<file path="src/rtl/regfile_ctrl_pkg.sv">
// Shared constants and types for the register file access controller.
// Command encodings match the RegisterFile control_signal input.
package regfile_ctrl_pkg;

    localparam int DEF_ADDR_W       = 5;
    localparam int DEF_DATA_W       = 64;
    localparam int DEF_STARVE_LIMIT = 4;

    localparam logic [1:0] RF_CMD_HOLD = 2'b00;
    localparam logic [1:0] RF_CMD_RD1  = 2'b01;
    localparam logic [1:0] RF_CMD_RD2  = 2'b10;
    localparam logic [1:0] RF_CMD_WR   = 2'b11;

    typedef enum logic [1:0] {
        IDLE,
        WR_ISSUE,
        RD_ISSUE,
        RESP
    } ctrl_state_t;

    function automatic logic [1:0] rf_rd_cmd(input logic two);
        return two ? RF_CMD_RD2 : RF_CMD_RD1;
    endfunction

endpackage

</file>
<file path="src/rtl/regfile_arb.sv">
// Write/read priority arbiter: writes win until a waiting read has
// been passed over STARVE_LIMIT times, then one read is forced through.
module regfile_arb
    import regfile_ctrl_pkg::*;
#(
    parameter int STARVE_LIMIT = DEF_STARVE_LIMIT
) (
    input  logic clk,
    input  logic rst,
    input  logic wr_req,
    input  logic rd_req,
    input  logic wr_fire,
    input  logic rd_fire,
    output logic grant_wr,
    output logic grant_rd
);

    localparam int CW = $clog2(STARVE_LIMIT + 1);

    logic [CW-1:0] starve_cnt;
    logic          at_limit;

    assign at_limit = (starve_cnt >= CW'(STARVE_LIMIT));

    // Priority decision from the live requests and the starvation count
    always_comb begin
        grant_wr = wr_req && !(rd_req && at_limit);
        grant_rd = rd_req && !grant_wr;
    end

    // Count writes that overtook a waiting read; any read grant clears it
    always_ff @(posedge clk) begin
        if (rst) begin
            starve_cnt <= '0;
        end else if (rd_fire) begin
            starve_cnt <= '0;
        end else if (wr_fire && rd_req && !at_limit) begin
            starve_cnt <= starve_cnt + 1'b1;
        end
    end

endmodule

</file>
<file path="src/rtl/regfile_access_ctrl.sv">
// Sequences every RegisterFile access: one op in flight, registered outputs.
// Optional feature macro: REGFILE_ZERO_REG_EN (register 0 hardwired to zero).
module regfile_access_ctrl
    import regfile_ctrl_pkg::*;
#(
    parameter int ADDR_W       = DEF_ADDR_W,
    parameter int DATA_W       = DEF_DATA_W,
    parameter int STARVE_LIMIT = DEF_STARVE_LIMIT
) (
    input  logic              clk,
    input  logic              rst,
    input  logic              wr_valid,
    output logic              wr_ready,
    input  logic [ADDR_W-1:0] wr_addr,
    input  logic [DATA_W-1:0] wr_data,
    input  logic              rd_valid,
    output logic              rd_ready,
    input  logic              rd_two,
    input  logic [ADDR_W-1:0] rd_rs1,
    input  logic [ADDR_W-1:0] rd_rs2,
    output logic              rsp_valid,
    input  logic              rsp_ready,
    output logic [DATA_W-1:0] rsp_data1,
    output logic [DATA_W-1:0] rsp_data2,
    output logic [1:0]        rf_cmd,
    output logic [DATA_W-1:0] rf_port1,
    output logic [DATA_W-1:0] rf_port2,
    input  logic [DATA_W-1:0] rf_out1,
    input  logic [DATA_W-1:0] rf_out2
);

    ctrl_state_t       state, state_nxt;
    logic [1:0]        cmd_nxt;
    logic [DATA_W-1:0] p1_nxt, p2_nxt;
    logic              rsp_valid_nxt;
    logic              wr_ready_nxt, rd_ready_nxt;
    logic              two_q, two_nxt;
    logic              z1_q, z1_nxt;
    logic              z2_q, z2_nxt;
    logic              wr_fire, rd_fire;
    logic              wr_to_zero;
    logic              rs1_zero, rs2_zero;
    logic              grant_wr, grant_rd;

    assign wr_fire = wr_valid && wr_ready;
    assign rd_fire = rd_valid && rd_ready;

`ifdef REGFILE_ZERO_REG_EN
    assign wr_to_zero = (wr_addr == '0);
    assign rs1_zero   = (rd_rs1 == '0);
    assign rs2_zero   = (rd_rs2 == '0);
`else
    assign wr_to_zero = 1'b0;
    assign rs1_zero   = 1'b0;
    assign rs2_zero   = 1'b0;
`endif

    regfile_arb #(
        .STARVE_LIMIT(STARVE_LIMIT)
    ) u_arb (
        .clk      (clk),
        .rst      (rst),
        .wr_req   (wr_valid),
        .rd_req   (rd_valid),
        .wr_fire  (wr_fire),
        .rd_fire  (rd_fire),
        .grant_wr (grant_wr),
        .grant_rd (grant_rd)
    );

    // Next state, next file command and next handshake outputs
    always_comb begin
        state_nxt     = state;
        cmd_nxt       = RF_CMD_HOLD;
        p1_nxt        = rf_port1;
        p2_nxt        = rf_port2;
        rsp_valid_nxt = 1'b0;
        two_nxt       = two_q;
        z1_nxt        = z1_q;
        z2_nxt        = z2_q;
        unique case (state)
            IDLE: begin
                if (wr_fire) begin
                    if (!wr_to_zero) begin
                        cmd_nxt   = RF_CMD_WR;
                        p1_nxt    = wr_data;
                        p2_nxt    = DATA_W'(wr_addr);
                        state_nxt = WR_ISSUE;
                    end
                end else if (rd_fire) begin
                    cmd_nxt   = rf_rd_cmd(rd_two);
                    p1_nxt    = DATA_W'(rd_rs1);
                    p2_nxt    = rd_two ? DATA_W'(rd_rs2) : '0;
                    two_nxt   = rd_two;
                    z1_nxt    = rs1_zero;
                    z2_nxt    = rd_two && rs2_zero;
                    state_nxt = RD_ISSUE;
                end
            end
            WR_ISSUE: begin
                state_nxt = IDLE;
            end
            RD_ISSUE: begin
                rsp_valid_nxt = 1'b1;
                state_nxt     = RESP;
            end
            RESP: begin
                if (rsp_ready) begin
                    state_nxt = IDLE;
                end else begin
                    rsp_valid_nxt = 1'b1;
                end
            end
        endcase
        wr_ready_nxt = (state_nxt == IDLE) && !wr_fire && !rd_fire
                       && grant_wr;
        rd_ready_nxt = (state_nxt == IDLE) && !wr_fire && !rd_fire
                       && grant_rd;
    end

    // State and registered outputs; reset drops any in-flight op
    always_ff @(posedge clk) begin
        if (rst) begin
            state     <= IDLE;
            rf_cmd    <= RF_CMD_HOLD;
            rf_port1  <= '0;
            rf_port2  <= '0;
            rsp_valid <= 1'b0;
            wr_ready  <= 1'b0;
            rd_ready  <= 1'b0;
            two_q     <= 1'b0;
            z1_q      <= 1'b0;
            z2_q      <= 1'b0;
        end else begin
            state     <= state_nxt;
            rf_cmd    <= cmd_nxt;
            rf_port1  <= p1_nxt;
            rf_port2  <= p2_nxt;
            rsp_valid <= rsp_valid_nxt;
            wr_ready  <= wr_ready_nxt;
            rd_ready  <= rd_ready_nxt;
            two_q     <= two_nxt;
            z1_q      <= z1_nxt;
            z2_q      <= z2_nxt;
        end
    end

    // The file holds its latches under HOLD, so the response mirrors them
    assign rsp_data1 = z1_q ? '0 : rf_out1;
    assign rsp_data2 = (!two_q || z2_q) ? '0 : rf_out2;

endmodule
</file>
<file path="config.mk">
export PLATFORM = sky130hd
export DESIGN_NAME = regfile_access_ctrl
export DESIGN_NICKNAME = d
export VERILOG_FILES = /design/src/rtl/regfile_ctrl_pkg.sv /design/src/rtl/regfile_arb.sv /design/src/rtl/regfile_access_ctrl.sv
export SDC_FILE = /design/constraint.sdc
export NUM_CORES = 1
export LEC_CHECK = 0
export ABC_AREA = 1
export CAP_MARGIN = 10
export CELL_PAD_IN_SITES_DETAIL_PLACEMENT = 0
export CELL_PAD_IN_SITES_GLOBAL_PLACEMENT = 1
export CORE_AREA = 5 5 181 183
export DETAILED_ROUTE_END_ITERATION = 16
export DIE_AREA = 0 0 186 188
export PLACE_DENSITY = 0.75
export SYNTH_ARGS = -nofsm -noshare
export SYNTH_HDL_FRONTEND = slang
export SYNTH_SLANG_ARGS = --single-unit
</file>
<file path="constraint.sdc">
create_clock -name clk -period 2.09 [get_ports clk]
set_input_delay 0.3135 -clock clk [delete_from_list [all_inputs] [get_ports clk]]
set_output_delay 0.3135 -clock clk [all_outputs]
set_load 0.005 [all_outputs]
</file>
==> results of run 1 <==
[power by group through the flow]
| stage | logic, mW | clock network, mW | registers [mW] |
|---|---|---|---|
| floorplan | 0.403 | 0 | 1.66 |
| global placement | 0.728 | 0 | 1.65 |
| detailed placement | 0.728 | 0 | 1.65 |
| CTS | 0.741 | 1.61 | 1.62 |
| global route | 0.798 | 1.67 | 1.63 |
| finish | 0.728 | 1.53 | 1.62 |
[metal layers]
layer | vias up | wire (um) | share of wire [%]
met1 | 1969 | 7280 | 36
met2 | 230 | 9590 | 47
li1 | 2216 | - | -
met3 | 61 | 2420 | 12
met4 | 6 | 940 | 4.6
met5 | - | 49 | 0.24
[cell families after synthesis]
logic type               Yosys count  share of synthesized area, %
AO/OA/AOI/OAI                     65                          7.10
adder cells (fa/ha/maj)            2                         0.546
buffers and inverters            295                          35.2
flip-flops                        80                          35.0
other                              1                        0.0819
AND/OR/NAND/NOR                  223                          22.1
[critical path, cell delays in order, from the launching register on]
cell and delay, ns:
dfxtp_4 0.44, buf_12 0.17, nand2_1 0.13, inv_1 0.09
clkdlybuf4s50_1 0.52
[state kept, by name, summed over array words and instances, names as in the netlist]
register and cells:
wr_ready 1, u_arb.starve_cnt 3, rf_port2 5, rd_ready 1
rf_port1 64, two_q 1, rsp_valid 1, state 2
rf_cmd 2
[final cells by class]
cell class / count / area (um^2)
Fill cell: 3465 / 23500
Antenna cell: 1 / 2.50
Timing Repair Buffer: 294 / 3030
Sequential cell: 80 / 1610
Inverter: 140 / 526
Tap cell: 402 / 503
Clock buffer: 11 / 243
Multi-Input combinational cell: 349 / 1590
Clock inverter: 5 / 40.0
[through the flow]
step	util, %	total power, mW	setup slack (ns)	instance area, um^2	instances
3_3_place_gp	23.1	2.38	0.131	7180	1263
3_5_place_dp	23.1	2.38	0.163	7180	1263
5_1_grt	24.2	4.09	-0.0226	7530	1281
6_report	24.3	3.88	0.0787	7530	1282
2_1_floorplan	-	2.06	0.904	4800	724
4_1_cts	24.3	3.97	-0.0249	7540	1281
[timing repair]
action / CTS / global route
setup endpoints to repair: 8 / 30
pin swaps: 0 / 0
cloned: 2 / 0
gates resized for setup: 2 / 4
hold buffers: 0 / 0
[synth_stat cells, drive strengths merged]
library cell / instances / area share, %
buf: 153 / 24
inv: 140 / 11
nand2: 122 / 10
dfxtp: 80 / 35
nand3: 72 / 9.1
o21ai: 61 / 6.7
nor2: 26 / 2.3
a21oi: 4 / 0.44
clkbuf: 2 / 0.16
ha: 2 / 0.55
nand4: 2 / 0.27
conb: 1 / 0.082
nor3: 1 / 0.11
[path summary, 6_finish.rpt]
check	start	endpoint	slack (ns)
hold / removal	rf_port1[62]	rf_port1[62]	0.47
setup / recovery	two_q	rsp_data2[3]	0.08
setup reg to reg	wr_ready	rf_port1[41]	0.75
hold reg to reg	rf_port1[62]	rf_port1[62]	0.47
==> impl_metrics.ini, run 1 <==
[floorplanning]
row_count = 65
start_util_pct = 14.7
die_h_um = 188
ioPinCount = 474
core_um2 = 31100
die_x_um = 186
die_area_um2 = 35000

[pwr]
clkPwrFrac_pct = 39.5
switching_power_mw = 1.01
internal_power_mw = 2.86
p_sw_share_pct = 26.2
power.density_nw_per_um2 = 515
power.leakage_nw = 3.60
vdd_ir_drop_max_mv = 0.306
pwr-share-seq_pct = 41.7
pwr-share-comb_pct = 18.8

[sta]
clock_skew_ns = 0.0139
timing.fmax_mhz = 497
whs_ns = 0.471
finalSetupViolCount = 0
hold_viol = 0
rsz0062_at_grt = true
fin_crit_sh_pct = 96.2
report.final.slew_viol_count = 0
tns_ns = 0
finalCriticalPeriod_ns = 2.01

[synthesis]
syn_area_um2 = 4580
synth-seq-cells = 80
yosys_warnings = 0
syn_avg_cell_area_um2 = 6.88
synth.distinct_cells = 22
syn_inst = 666
synth-seq-area-share_pct = 35.0

[finish]
final_common_cell = clkdlybuf4s50_1
area_delta_synth_final_pct = 64.5
drive_gt1_share_pct = 4.89
mostFrequentLayoutCells = clkdlybuf4s50_1, inv_1, nand2_1
final_nets = 1089

[worst_setup_path]
crit_required_ns = 1.78
arrival_ns = 1.70
crit_path_start_kind = flop
critPathMaxFanout = 16
reg2regPathDepth = 6
crit_type = flop to primary output
critPathCaptureType = primary output

[flow_run]
maxCapViolations = 0

[route]
vias = 4482
drc = 0
wirelength_um = 20300
drtPass1Iterations = 4
vias_per_cell = 3.50
antenna_left = 0
routed_wire_length_per_instance_um = 15.8
drtIter0Drc = 100

[clock_tree]
cts_buffers = 9
cts_tree = yes
root_buffer = clkbuf_16
clk_latency_ns = 0.34
clockBufferDepth = 2
cts_setup_buffers = 0
clkTransAtPathRegs_ns = 0.06
cts.sink_count = 80
h-tree-depth = 3

[placement]
gp_congestion = 0.770
dpl.hpwl_um = 16000
port_buffers = 286

[global_routing]
grt_pass1_vias = 4343
busiest_layer = met2
track_usage_pct = 10.9
antenna_found_initial = 5
met3_usage_pct = 5.26
met1_usage_pct = 11.5
grt_pass1_wl_um = 28400
met2_usage_pct = 18.1
grt_max_degree = 76
grt_overflow = 0

[min_path]
hold_class = flop to flop
holdPathStages = 2

[status]
status = finished, final reports clean
Power figures use the tool's default switching activity.
==> run 2: changes to the inputs <==
--- a/config.mk
+++ b/config.mk
@@ -10,6 +10,7 @@
 export CELL_PAD_IN_SITES_DETAIL_PLACEMENT = 0
 export CELL_PAD_IN_SITES_GLOBAL_PLACEMENT = 1
 export CORE_AREA = 5 5 181 183
+export CTS_CLUSTER_SIZE = 10
 export DETAILED_ROUTE_END_ITERATION = 16
 export DIE_AREA = 0 0 186 188
 export PLACE_DENSITY = 0.75
==> constraint.sdc (replaced) <==
create_clock -name clk -period 2.09 [get_ports clk]
set_input_delay 0.3135 -clock clk [delete_from_list [all_inputs] [get_ports clk]]
set_output_delay 0.3135 -clock clk [all_outputs]
set_load 0.05 [all_outputs]
==> run 2 against run 1 <==
  * Register-to-register slack is essentially flat
  * Highest routed layer unchanged
  * Via count is essentially flat
  * First-iteration DRC count shrank 5.0%
  * Global-route usage is essentially flat
  * Largest cell class unchanged
  * Die area is the same
==> impl_metrics.ini, run 2 (synthesis results as in run 1) <==
[status]
status = finished, final reports clean

[global_routing]
grt_pass1_wl_um = 28500
antenna_found_initial = 6
track_usage_pct = 10.9
grt_pass1_vias = 4429
grt_overflow = 0
grt_max_degree = 65

[sta]
rsz0062_at_grt = false
fin_crit_sh_pct = 89.4
tns_ns = 0
timing.fmax_mhz = 535
finalCriticalPeriod_ns = 1.87
finalSetupViolCount = 0
hold_viol = 0
worstMarginPinSlew_ns = 0.557
timing.slew.headroom_pct = 62.8
worst_slack_ns = 0.221
clock_skew_ns = 0.0108
report.final.slew_viol_count = 0

[route]
wirelength_um = 20200
routed_wire_length_per_instance_um = 15.7
drtIter0Drc = 95
drc = 0
drtPass1Iterations = 4
vias_per_cell = 3.50
vias = 4483
antenna_left = 0

[min_path]
hold_class = flop to flop
holdPathStages = 2
holdPathEnd = rf_port1[54]
min_from = rf_port1[54]

[clock_tree]
cts_tree = yes
post_cts_resized = 0
cts_setup_buffers = 0
clockBufferDepth = 2
clk_latency_ns = 0.34
cts.sink_count = 80
h-tree-depth = 3
cts_buffers = 9
clkTransAtPathRegs_ns = 0.06
root_buffer = clkbuf_16
postCtsHoldBufs = 0

[floorplanning]
die_area_um2 = 35000
die_h_um = 188
core_um2 = 31100
ioPinCount = 474
row_count = 65
start_util_pct = 14.7
die_x_um = 186

[placement]
place_ws_ns = 0.288
port_buffers = 286
gp_congestion = 0.761
dpl.hpwl_um = 16500
place_area_um2 = 7820

[worst_setup_path]
cp_slowest_cell = clkdlybuf4s50_1
rr_endpoint = rf_port1[58]
arrival_ns = 1.56
crit_type = flop to primary output
cp_slowest_stage_delay_ns = 0.86
reg2regPathDepth = 5
critPathCaptureType = primary output
r2r_slack_ns = 0.75
crit_required_ns = 1.78
path_cells = clkdlybuf4s50_1
crit_path_start_kind = flop
cp_top_family = buffers and inverters
critPathMaxFanout = 2
path_buf_inv = 1
rr_startpoint = wr_ready

[finish]
final_nets = 1089
drive_gt1_share_pct = 12.5
largest_reg_flops = 64
area_delta_synth_final_pct = 78.1
mostFrequentLayoutCells = clkdlybuf4s50_1, inv_1, nand2_1
largest_register = rf_port1
final_area_um2 = 8160
reg_top3 = rf_port1 x64, rf_port2 x5, u_arb.starve_cnt x3
final_common_cell = clkdlybuf4s50_1
fin_util_pct = 26.3

[pwr]
vdd_ir_drop_max_mv = 0.320
clkPwrFrac_pct = 38.8
pwr-share-seq_pct = 35.1
power.leakage_nw = 3.89
pwr-share-comb_pct = 26.1
switching_power_mw = 1.48
power.density_nw_per_um2 = 566
internal_power_mw = 3.14
p_sw_share_pct = 32.0

[flow_run]
maxCapViolations = 0
-- run 2: cell count changes in the layout (fill, tap and decap cells not counted), sizes merged --
cell	delta
clkinvlp	-3
bufinv	+2
inv	+2
buf	+67
clkbuf	-1
clkdlybuf4s50	-65
dlymetal6s2s	-2
-- run 2: how the worst max path moves through the flow --
stage / slack (ns) / cells past startpoint / start / to
3_5_place_dp: 0.29 / 7 / rd_valid / rf_port1[48]
6_report: 0.22 / 1 / rf_port1[59] / rf_port1[59]
3_3_place_gp: 0.34 / 7 / rd_valid / rf_port1[50]
2_1_floorplan: 0.60 / 7 / wr_ready / rf_port1[53]
4_1_cts: 0.18 / 1 / rf_port1[5] / rf_port1[5]
5_1_grt: 0.16 / 1 / rf_port1[5] / rf_port1[5]
-- run 2: area by class of cell --
| type | count | area, um^2 |
|---|---|---|
| Clock buffer | 10 | 239 |
| Tap cell | 402 | 503 |
| Multi-Input combinational cell | 349 | 1580 |
| Inverter | 140 | 526 |
| Sequential cell | 80 | 1600 |
| Clock inverter | 6 | 97.6 |
| Antenna cell | 1 | 2.50 |
| Fill cell | 3366 | 22900 |
| Timing Repair Buffer | 294 | 3610 |
-- run 2: per-stage QoR --
step	hold WS (ns)	power, mW	std cells
detailed placement	0.468	2.87	1265
floorplan	0.393	2.74	724
global route	0.496	4.84	1281
finish	0.475	4.62	1282
global placement	0.463	2.86	1265
CTS	0.477	4.71	1281
-- run 2: metal layers --
metal  wire (um)  global-route usage [%]  part of all wire (%)
met2        9610                    17.9                    48
met1        7070                    11.4                    35
met3        2380                    5.16                    12
met5          27                       0                  0.13
met4        1070                    5.86                   5.3
-- run 2: power by group through the flow --
| stage | Clock [mW] | Sequential, mW | Combinational (mW) |
|---|---|---|---|
| 2_1_floorplan | 0 | 1.85 | 0.894 |
| 3_3_place_gp | 0 | 1.65 | 1.21 |
| 3_5_place_dp | 0 | 1.66 | 1.21 |
| 4_1_cts | 1.87 | 1.62 | 1.22 |
| 5_1_grt | 1.94 | 1.63 | 1.28 |
| 6_report | 1.80 | 1.62 | 1.21 |
